## config.mk

```make
export PLATFORM = sky130hd
export DESIGN_NAME = mpf_rd_stream_engine
export DESIGN_NICKNAME = d
export VERILOG_FILES = /design/src/rtl/mpf_rd_stream_pkg.sv /design/src/rtl/mpf_rd_burst_sel.sv /design/src/rtl/mpf_rd_stream_engine.sv
export SDC_FILE = /design/constraint.sdc
export NUM_CORES = 1
export LEC_CHECK = 0
export CAP_MARGIN = 0
export CORE_ASPECT_RATIO = 1.4
export CORE_MARGIN = 2
export CORE_UTILIZATION = 39
export CTS_CLUSTER_DIAMETER = 50
export DETAILED_ROUTE_END_ITERATION = 8
export PLACE_DENSITY_LB_ADDON = 0.08
export SETUP_SLACK_MARGIN = 0.05
export SLEW_MARGIN = 10
export SYNTH_ARGS = -nofsm -noshare
export SYNTH_HDL_FRONTEND = slang
export SYNTH_SLANG_ARGS = --single-unit
```

## constraint.sdc

```tcl
create_clock -name clk -period 11.7 [get_ports clk]
set_clock_uncertainty 0.2 [all_clocks]
set_input_delay 2.34 -clock clk [delete_from_list [all_inputs] [get_ports clk]]
set_output_delay 2.34 -clock clk [all_outputs]
set_load 0.005 [all_outputs]
```

## src/rtl/mpf_rd_stream_pkg.sv

```systemverilog
// Shared types and helpers for the MPF read stream engine: FSM states,
// the c0 burst-length encoding and its decode to a line count.
package mpf_rd_stream_pkg;

  typedef enum logic [1:0] {
    IDLE  = 2'd0,
    RUN   = 2'd1,
    DRAIN = 2'd2
  } state_t;

  localparam logic [1:0] CL_LEN_1 = 2'd0;
  localparam logic [1:0] CL_LEN_2 = 2'd1;
  localparam logic [1:0] CL_LEN_4 = 2'd3;

  function automatic logic [2:0] burst_lines(input logic [1:0] len);
    case (len)
      CL_LEN_2: burst_lines = 3'd2;
      CL_LEN_4: burst_lines = 3'd4;
      default:  burst_lines = 3'd1;
    endcase
  endfunction

endpackage

```

## src/rtl/mpf_rd_burst_sel.sv

```systemverilog
// Picks the largest naturally aligned burst that fits the remaining line
// count, capped by MAX_BURST.
module mpf_rd_burst_sel
  import mpf_rd_stream_pkg::*;
#(
  parameter int LEN_W     = 32,
  parameter int MAX_BURST = 4
) (
  input  logic [1:0]       addr_lsb,
  input  logic [LEN_W-1:0] rem,
  output logic [1:0]       cl_len
);

  always_comb begin
    cl_len = CL_LEN_1;
    if ((MAX_BURST >= 4) && (addr_lsb == 2'b00) && (rem >= LEN_W'(4))) begin
      cl_len = CL_LEN_4;
    end else if ((MAX_BURST >= 2) && (addr_lsb[0] == 1'b0) && (rem >= LEN_W'(2))) begin
      cl_len = CL_LEN_2;
    end
  end

endmodule

```

## src/rtl/mpf_rd_stream_engine.sv

```systemverilog
// Streams a contiguous region of cache lines from host memory with aligned
// 1/2/4-line bursts, credit and rate limiting, abort, and tagged buffer writes.
module mpf_rd_stream_engine
  import mpf_rd_stream_pkg::*;
#(
  parameter int CL_ADDR_W       = 42,
  parameter int LEN_W           = 32,
  parameter int MAX_BURST       = 4,
  parameter int MAX_OUTSTANDING = 32,
  parameter int MDATA_W         = 16
) (
  input  logic                 clk,
  input  logic                 reset,
  input  logic                 run,
  input  logic                 abort,
  input  logic [CL_ADDR_W-1:0] first_clAddr,
  input  logic [LEN_W-1:0]     data_length,
  input  logic [3:0]           req_interval,
  input  logic [LEN_W-1:0]     buf_space,
  input  logic                 c0TxAlmFull,
  output logic                 req_valid,
  output logic [CL_ADDR_W-1:0] req_clAddr,
  output logic [1:0]           req_cl_len,
  output logic [MDATA_W-1:0]   req_mdata,
  input  logic                 rsp_valid,
  input  logic [MDATA_W-1:0]   rsp_mdata,
  input  logic [1:0]           rsp_cl_num,
  output logic                 buf_wr_en,
  output logic [MDATA_W-1:0]   buf_wr_offset,
  output logic                 busy,
  output logic                 done,
  output logic                 aborted,
  output logic                 rsp_err
);

  state_t                 state_reg, state_next;
  logic [CL_ADDR_W-1:0]   addr_reg, addr_next;
  logic [LEN_W-1:0]       issued_reg, issued_next;
  logic [LEN_W-1:0]       outstanding_reg, outstanding_next;
  logic [3:0]             thr_reg, thr_next;
  logic                   req_valid_reg, req_valid_next;
  logic [CL_ADDR_W-1:0]   req_addr_reg, req_addr_next;
  logic [1:0]             req_len_reg, req_len_next;
  logic [MDATA_W-1:0]     req_mdata_reg, req_mdata_next;
  logic                   done_reg, done_next;
  logic                   aborted_reg, aborted_next;
  logic                   rsp_err_reg, rsp_err_next;

  logic [LEN_W-1:0]       rem;
  logic [1:0]             burst_len;
  logic [2:0]             burst;
  logic [LEN_W:0]         credit_need;
  logic                   credit_ok;
  logic                   issue;
  logic                   rsp_stray;

  assign rem = data_length - issued_reg;

  mpf_rd_burst_sel #(
    .LEN_W     (LEN_W),
    .MAX_BURST (MAX_BURST)
  ) u_burst_sel (
    .addr_lsb (addr_reg[1:0]),
    .rem      (rem),
    .cl_len   (burst_len)
  );

  assign burst = burst_lines(burst_len);

  // One extra bit so the credit sum cannot wrap against a large buf_space.
  assign credit_need = {1'b0, outstanding_reg} + (LEN_W+1)'(burst);
  assign credit_ok   = (credit_need <= (LEN_W+1)'(MAX_OUTSTANDING)) &&
                       (credit_need <= {1'b0, buf_space});

  assign issue = (state_reg == RUN) && !abort && (rem != '0) && !c0TxAlmFull &&
                 (thr_reg >= req_interval) && credit_ok;

  assign rsp_stray = rsp_valid && (outstanding_reg == '0);

  always_comb begin
    state_next       = state_reg;
    addr_next        = addr_reg;
    issued_next      = issued_reg;
    req_valid_next   = issue;
    req_addr_next    = req_addr_reg;
    req_len_next     = req_len_reg;
    req_mdata_next   = req_mdata_reg;
    done_next        = 1'b0;
    aborted_next     = aborted_reg;
    rsp_err_next     = rsp_err_reg;
    thr_next         = issue ? 4'd0 : ((thr_reg == 4'hF) ? 4'hF : thr_reg + 4'd1);
    outstanding_next = outstanding_reg
                     + (issue ? LEN_W'(burst) : LEN_W'(0))
                     - ((rsp_valid && !rsp_stray) ? LEN_W'(1) : LEN_W'(0));

    if (issue) begin
      req_addr_next  = addr_reg;
      req_len_next   = burst_len;
      req_mdata_next = MDATA_W'(issued_reg);
    end

    case (state_reg)
      IDLE: begin
        if (run) begin
          aborted_next = 1'b0;
          rsp_err_next = 1'b0;
          addr_next    = first_clAddr;
          issued_next  = '0;
          if (data_length != '0) state_next = RUN;
          else                   done_next  = 1'b1;
        end
      end
      RUN: begin
        if (abort) begin
          aborted_next = 1'b1;
          state_next   = DRAIN;
        end else if (issue) begin
          addr_next   = addr_reg + CL_ADDR_W'(burst);
          issued_next = issued_reg + LEN_W'(burst);
          if (LEN_W'(burst) == rem) state_next = DRAIN;
        end
      end
      DRAIN: begin
        if ((outstanding_reg == '0) && !rsp_valid) begin
          state_next = IDLE;
          done_next  = 1'b1;
        end
      end
      default: state_next = IDLE;
    endcase

    // A stray response is flagged even on the cycle a new run clears the flag.
    if (rsp_stray) rsp_err_next = 1'b1;
  end

  always_ff @(posedge clk or negedge reset) begin
    if (!reset) begin
      state_reg       <= IDLE;
      addr_reg        <= '0;
      issued_reg      <= '0;
      outstanding_reg <= '0;
      thr_reg         <= '0;
      req_valid_reg   <= 1'b0;
      req_addr_reg    <= '0;
      req_len_reg     <= '0;
      req_mdata_reg   <= '0;
      done_reg        <= 1'b0;
      aborted_reg     <= 1'b0;
      rsp_err_reg     <= 1'b0;
    end else begin
      state_reg       <= state_next;
      addr_reg        <= addr_next;
      issued_reg      <= issued_next;
      outstanding_reg <= outstanding_next;
      thr_reg         <= thr_next;
      req_valid_reg   <= req_valid_next;
      req_addr_reg    <= req_addr_next;
      req_len_reg     <= req_len_next;
      req_mdata_reg   <= req_mdata_next;
      done_reg        <= done_next;
      aborted_reg     <= aborted_next;
      rsp_err_reg     <= rsp_err_next;
    end
  end

  assign req_valid     = req_valid_reg;
  assign req_clAddr    = req_addr_reg;
  assign req_cl_len    = req_len_reg;
  assign req_mdata     = req_mdata_reg;
  assign busy          = (state_reg != IDLE);
  assign done          = done_reg;
  assign aborted       = aborted_reg;
  assign rsp_err       = rsp_err_reg;
  assign buf_wr_en     = rsp_valid && busy;
  assign buf_wr_offset = rsp_mdata + MDATA_W'(rsp_cl_num);

endmodule
```

==> Word level (Yosys, flattened, before mapping) <==
Index checks and enable logic that the tools add are counted.
{ "totals": {"register_bits": 176, "wordCells": 100, "input_bits": 134} }
{ "op_classes": {"addsub": 8, "n_reduce_logical": 29, "eq_ne": 14, "bitwise": 1, "n_mux": 31, "magnitude_cmp": 5} }
{ "ops": {"columns": ["cell", "count"], "rows": [
  ["$mux 42", 3],
  ["$mux 32", 3],
  ["$pmux 42 s2", 1],
  ["$add 32x3->32", 2],
  ["$pmux 32 s2", 1],
  ["$reduce_bool 32->1", 2],
  ["$add 42x3->42", 1],
  ["$add 32x3->33", 1],
  ["$le 33x32->1", 1],
  ["$le 33x6->1 const B", 1],
  ["$eq 3x32->1", 1],
  ["$ge 32x2->1 const B", 1],
  ["$ge 32x3->1 const B", 1],
  ["$logic_not 32->1", 1],
  ["$sub 32x1->32", 1],
  ["$sub 32x32->32", 1],
  ["$add 16x2->16", 1],
  ["$mux 2", 7],
  ["$logic_and 1x1->1", 12],
  ["$ne 2x2->1 const B", 6],
  ["$mux 1", 9],
  ["$mux 4", 2],
  ["$reduce_bool 2->1", 4],
  ["$pmux 2 s3", 1],
  ["17 further kinds", 24]
]} }

==> Depth between registers and ports, before layout <==
{ "depth": {"word_depth": 14, "ltp_mapped": 47, "ltp_nobuf": 47} }

==> Modules after synthesis <==
Synthesis repeated with hierarchy kept, for this count alone.
{ "hier_totals": {"cells_unflattened": 1713, "area_unflattened_um2": 14755.4} }
{ "modules_own_cells": {"columns": ["mod", "seq_area_each_um2", "area_per_inst_um2", "cells_per_inst", "instances"], "rows": [
  ["mpf_rd_stream_engine", 4404.2, 14660.3, 1700, 1],
  ["mpf_rd_burst_sel", 0.0, 95.1, 13, 1]
]} }

==> Worst setup path before layout <==
OpenSTA, ideal clock, no wires.
{ "synth_timing": {"path_type": "input port to flip-flop", "from": "input data_length[2]", "to": "register outstanding_reg[30]", "stages": 45, "t_arrival_ns": 11.229, "path_slack_ns": 0.153, "path_cell_list": "ha_1 > nor2b_1 > o31a_1 > o211a_1 > a221oi_2 > o21ai_1 > a311o_1 > a211oi_2 > nand4_2 > nor4_1 > o21ba_2 > inv_1 > fa_1 > nor2b_4 > o2111ai_1 > nor2_1 > nand2_1 > xnor2_1 > [9 not listed] > o31a_1 > nand2_1 > ha_1 > inv_1 > ha_1 > inv_1 > fa_1 > nor2b_1 > o21bai_1 > a211o_1 > nand2_1 > a221oi_1 > o41ai_1 > a221o_1 > a41oi_1 > o21ai_0 > and4b_1 > nor3_1"} }
{ "synth_between": {"elab_chain_len": 14, "word_cells_on_any_way": 22, "cone_classes": "add/sub (4); order compare (4); eq/ne (2); mux (4); reduce/logical (8)"} }
{ "synth_lines": {"columns": ["item", "line_no", "source"], "rows": [
  ["start: declaration", "mpf_rd_stream_engine.sv:17", "input logic [LEN_W-1:0] data_length,"],
  ["$sub 32x32->32 (*)", "mpf_rd_stream_engine.sv:57", "assign rem = data_length - issued_reg;"],
  ["$ge 32x2->1", "mpf_rd_burst_sel.sv:18", "end else if ((MAX_BURST >= 2) && (addr_lsb[0] == 1'b0) && (rem >= LEN_W'(2))) begin"],
  ["$logic_and 1x1->1", "mpf_rd_burst_sel.sv:18", null],
  ["$mux 1", "mpf_rd_burst_sel.sv:18", null],
  ["$mux 2", "mpf_rd_burst_sel.sv:16", "if ((MAX_BURST >= 4) && (addr_lsb == 2'b00) && (rem >= LEN_W'(4))) begin"],
  ["$eq 2x2->1 / $eq 2x1->1 (equally long branches)", "mpf_rd_stream_pkg.sv:16", "case (len)"],
  ["$pmux 3 s2", "mpf_rd_stream_pkg.sv:16", null],
  ["$add 32x3->33", "mpf_rd_stream_engine.sv:71", "assign credit_need = {1'b0, outstanding_reg} + (LEN_W+1)'(burst);"],
  ["$le 33x6->1 / $le 33x32->1 (equally long branches)", "mpf_rd_stream_engine.sv:72, mpf_rd_stream_engine.sv:73", null],
  ["$logic_and 1x1->1", "mpf_rd_stream_engine.sv:72", "assign credit_ok = (credit_need <= (LEN_W+1)'(MAX_OUTSTANDING)) &&"],
  ["$logic_and 1x1->1 (*)", "mpf_rd_stream_engine.sv:76", "(thr_reg >= req_interval) && credit_ok;"],
  ["via issue", "mpf_rd_stream_engine.sv:54", "logic issue;"],
  ["$mux 3 (*)", "mpf_rd_stream_engine.sv:93", "+ (issue ? LEN_W'(burst) : LEN_W'(0))"],
  ["$add 32x3->32 (*)", "mpf_rd_stream_engine.sv:93", null],
  ["$sub 32x1->32 (*)", "mpf_rd_stream_engine.sv:94", "- ((rsp_valid && !rsp_stray) ? LEN_W'(1) : LEN_W'(0));"],
  ["via outstanding_next[30]", "mpf_rd_stream_engine.sv:39", "logic [LEN_W-1:0] outstanding_reg, outstanding_next;"],
  ["end signal: assignment", "mpf_rd_stream_engine.sv:154", "outstanding_reg <= outstanding_next;"],
  ["end: declaration", "mpf_rd_stream_engine.sv:39", null]
]} }
The timed path passes the listed nets; every way through them passes the cells marked *.
A chain may end at the register's enable or synchronous reset.

==> Worst setup path in the final report <==
{ "layout_timing": {"from": "input data_length[16]", "to": "register outstanding_reg[26]"} }
Same word-level chain as after synthesis.

==> results.md <==
- Status: finished clean
- Worst Setup Start Kind: input pin
- Fmax: 0.0878 GHz
- Arr. time, crit path: 11.53 ns
- Worst r2r path cells: 49
- Vias per std cell: 5.50
- Crit. End Element: flop
- Ys flop type: dfrtp_1
- Crit-path max FO: 5
- First-pass GRT wire length: 76.0 mm
- Fin area: 20200 µm²
- Slowest stage cell, crit path: clkdlybuf4s50_1
- Clk Latency, worst-skew pair: 0.46 ns
- Antenna violations before repair: 3
- DRT Pass-1 Iters: 5
- HP Class: reg -> reg
- Slew of the pin with the lowest slew margin: 1.04 ns
- Tmin final: 11.39 ns
- Total power: 4270 µW
- Worst slew margin: 30.6%
- Die Width: 168 µm
- Synthesized flop and latch total: 176
- Iter 0 DRT Violations: 703
- Vias in the first global route: 14700
- Routed WL: 49.0 mm
- Clock sinks: 176
- Worst Setup SP: data_length[16]
- Reg clk slew, reported paths: 0.08 ns
- Avg Cell Area, Syn: 8.32 µm²
- EDFF count, synth: 0
- CTS root buf: clkbuf_16
- Leakage: 0.00905 µW
- Most used cell, CP: buf_4
- Yosys cell types: 86
- Warnings, synthesis: 0
- # IOs: 216
- WP data required: 11.84 ns
- Fin cells: 2640
- Critical path type: in -> reg
- Full die area: 39100 µm²
- Reg2reg end: outstanding_reg[26]
- Hold Vio Cnt, Final: 0
- Detail Placement HPWL: 38.6 mm
- CTS Buffer Depth: 2
- Share of post-route cells with drive strength above 1: 17.8%
- DRT antenna net count: 0
- Cell Count Post-Placement: 2578
- Core Region: 36900 µm²
- Worst hold margin: 0.287 ns
- Total gr overflow: 0
- Final nets: 2449
- Initial Utilization: 39.6%
- Power per cell area: 211 nW/µm²
- Port Buf Inserts: 215
- Rows: 83
- Register area share after synthesis: 30.1%
- R2R Path Start: issued_reg[1]
- CTS tree: done
- Post-synth design cell area: 14600 µm²
- DP Area: 18600 µm²
- Via Count: 14500
- Final setup vio count: 0
- Mean routed wirelength per cell: 18.6 µm
- CTS H-Tree Depth: 4
- Layout overhead on the synthesized area: 38.4%
- Clock buffer count from CTS: 17
- Largest net degree at the start of global routing: 92
- Crit path largest cell delay: 0.43 ns
- Setup_tns: 0 ns
- Ys async rst share: 100%
- Final Cycle Share: 97.3%
- Peak supply drop: 0.128 mV
- Syn Nets: 2049
- Die height: 233 µm
- Final RePlAce weighted congestion: 0.902
- Slew Viols, Final: 0
- CP endpoint: outstanding_reg[26]
- Maxcap violations: 0
- Cells after Synth: 1756
- DRC errors left: 0
- FF-to-FF setup slack: 1.78 ns
- Total track usage: 24.8%
==> worst max-delay path, delay by kind of cell <==
kind                       cells  cell delay [ns]
adders and majority gates      6             1.52
xor gates and xnor gates       2             0.21
AOI/OAI and AO/OA             23             4.73
buffers and inverters          9             1.49
and+or+nand+nor               11             1.23
==> logic make-up after synthesis <==
kind of cell    synth area share [%]
compound gates                  20.8
xor+xnor                        5.27
fa+ha+maj                       13.9
buf+inv                         5.68
flops                           30.1
mux                             3.64
simple gates                    20.6
==> power breakdown <==
group	switching (µW)	internal, µW	leakage, µW
registers	210	769	0.00224
clock network	311	314	0.000305
logic	1440	1220	0.00651
==> cells in the mapped netlist (all sizes together) (20+ instances only) <==
| cell | number | area, µm² |
|---|---|---|
| nand4 | 35 | 225 |
| nor2b | 31 | 201 |
| ha | 154 | 1930 |
| o22ai | 20 | 125 |
| nand3 | 70 | 350 |
| mux2 | 41 | 462 |
| xnor2 | 76 | 666 |
| dfrtp | 176 | 4400 |
| clkbuf | 38 | 143 |
| and3 | 22 | 138 |
| nor2 | 102 | 385 |
| nor3 | 39 | 195 |
| nand2 | 166 | 623 |
| o21ai | 112 | 568 |
| inv | 153 | 574 |
| a21oi | 177 | 890 |
| buf | 20 | 114 |
| a21o | 40 | 300 |
| nor4 | 25 | 156 |
==> layer usage <==
| metal | up-vias | GRT usage (%) | part of all wire, % |
|---|---|---|---|
| met5 | - | 0 | 0 |
| met4 | 0 | 11.3 | 4.1 |
| met3 | 96 | 3.24 | 3.2 |
| met2 | 323 | 47.9 | 54 |
| met1 | 6990 | 26.7 | 39 |
| li1 | 7124 | - | - |
==> what timing repair did <==
| item | CTS | global route |
|---|---|---|
| buffers inserted | 11 | 15 |
| pin swaps | 18 | 47 |
| setup endpoints to repair | 14 | 16 |
| hold buffers | 0 | 0 |
| resized for setup | 42 | 103 |
| cloned | 0 | 0 |
==> layout by cell type (no fill, tap or decap), drive strengths merged, types with 11 or more instances in the layout <==
cell type        n
mux2            41
nand3           70
inv            161
buf            224
o21ai          112
a31oi           15
or4             14
nand4           35
nand2          166
or3             14
o21bai          11
xnor2           76
ha             154
and3            22
dfrtp          176
nor2b           31
nand2b          14
a21oi          177
clkdlybuf4s50  199
a21o            40
clkbuf          20
nor2           102
o31ai           15
xor2            12
o21a            11
nor4            25
o22ai           20
nor3            39
dlymetal6s2s    13
==> final cells by class <==
class	count	area, µm²
multi-input combinational	1369	10100
sequential	176	4400
inverter	153	577
clock inverter	15	211
fill	3396	16600
antenna	4	10.0
timing repair buffer	439	3900
clock buffer	17	425
tap	467	584
==> worst min-delay path by stage <==
stage,from,end,slack (ns),cells after the start
2_1_floorplan,state_reg[0],done,0.25,1
3_3_place_gp,req_mdata[14],req_mdata[14],0.27,2
3_5_place_dp,req_mdata[5],req_mdata[5],0.28,2
4_1_cts,req_mdata[5],req_mdata[5],0.29,2
5_1_grt,addr_reg[28],addr_reg[28],0.31,1
6_report,req_mdata[4],req_mdata[4],0.29,2
==> metrics by stage <==
stage	util [%]	setup slack, ns
after floorplan	-	0.153
after global placement	50.5	-0.934
after detailed placement	50.5	-1.21
after CTS	53.0	0.0529
after global routing	54.8	-0.0369
final	54.9	0.313
(Power assumes the default switching activity.)
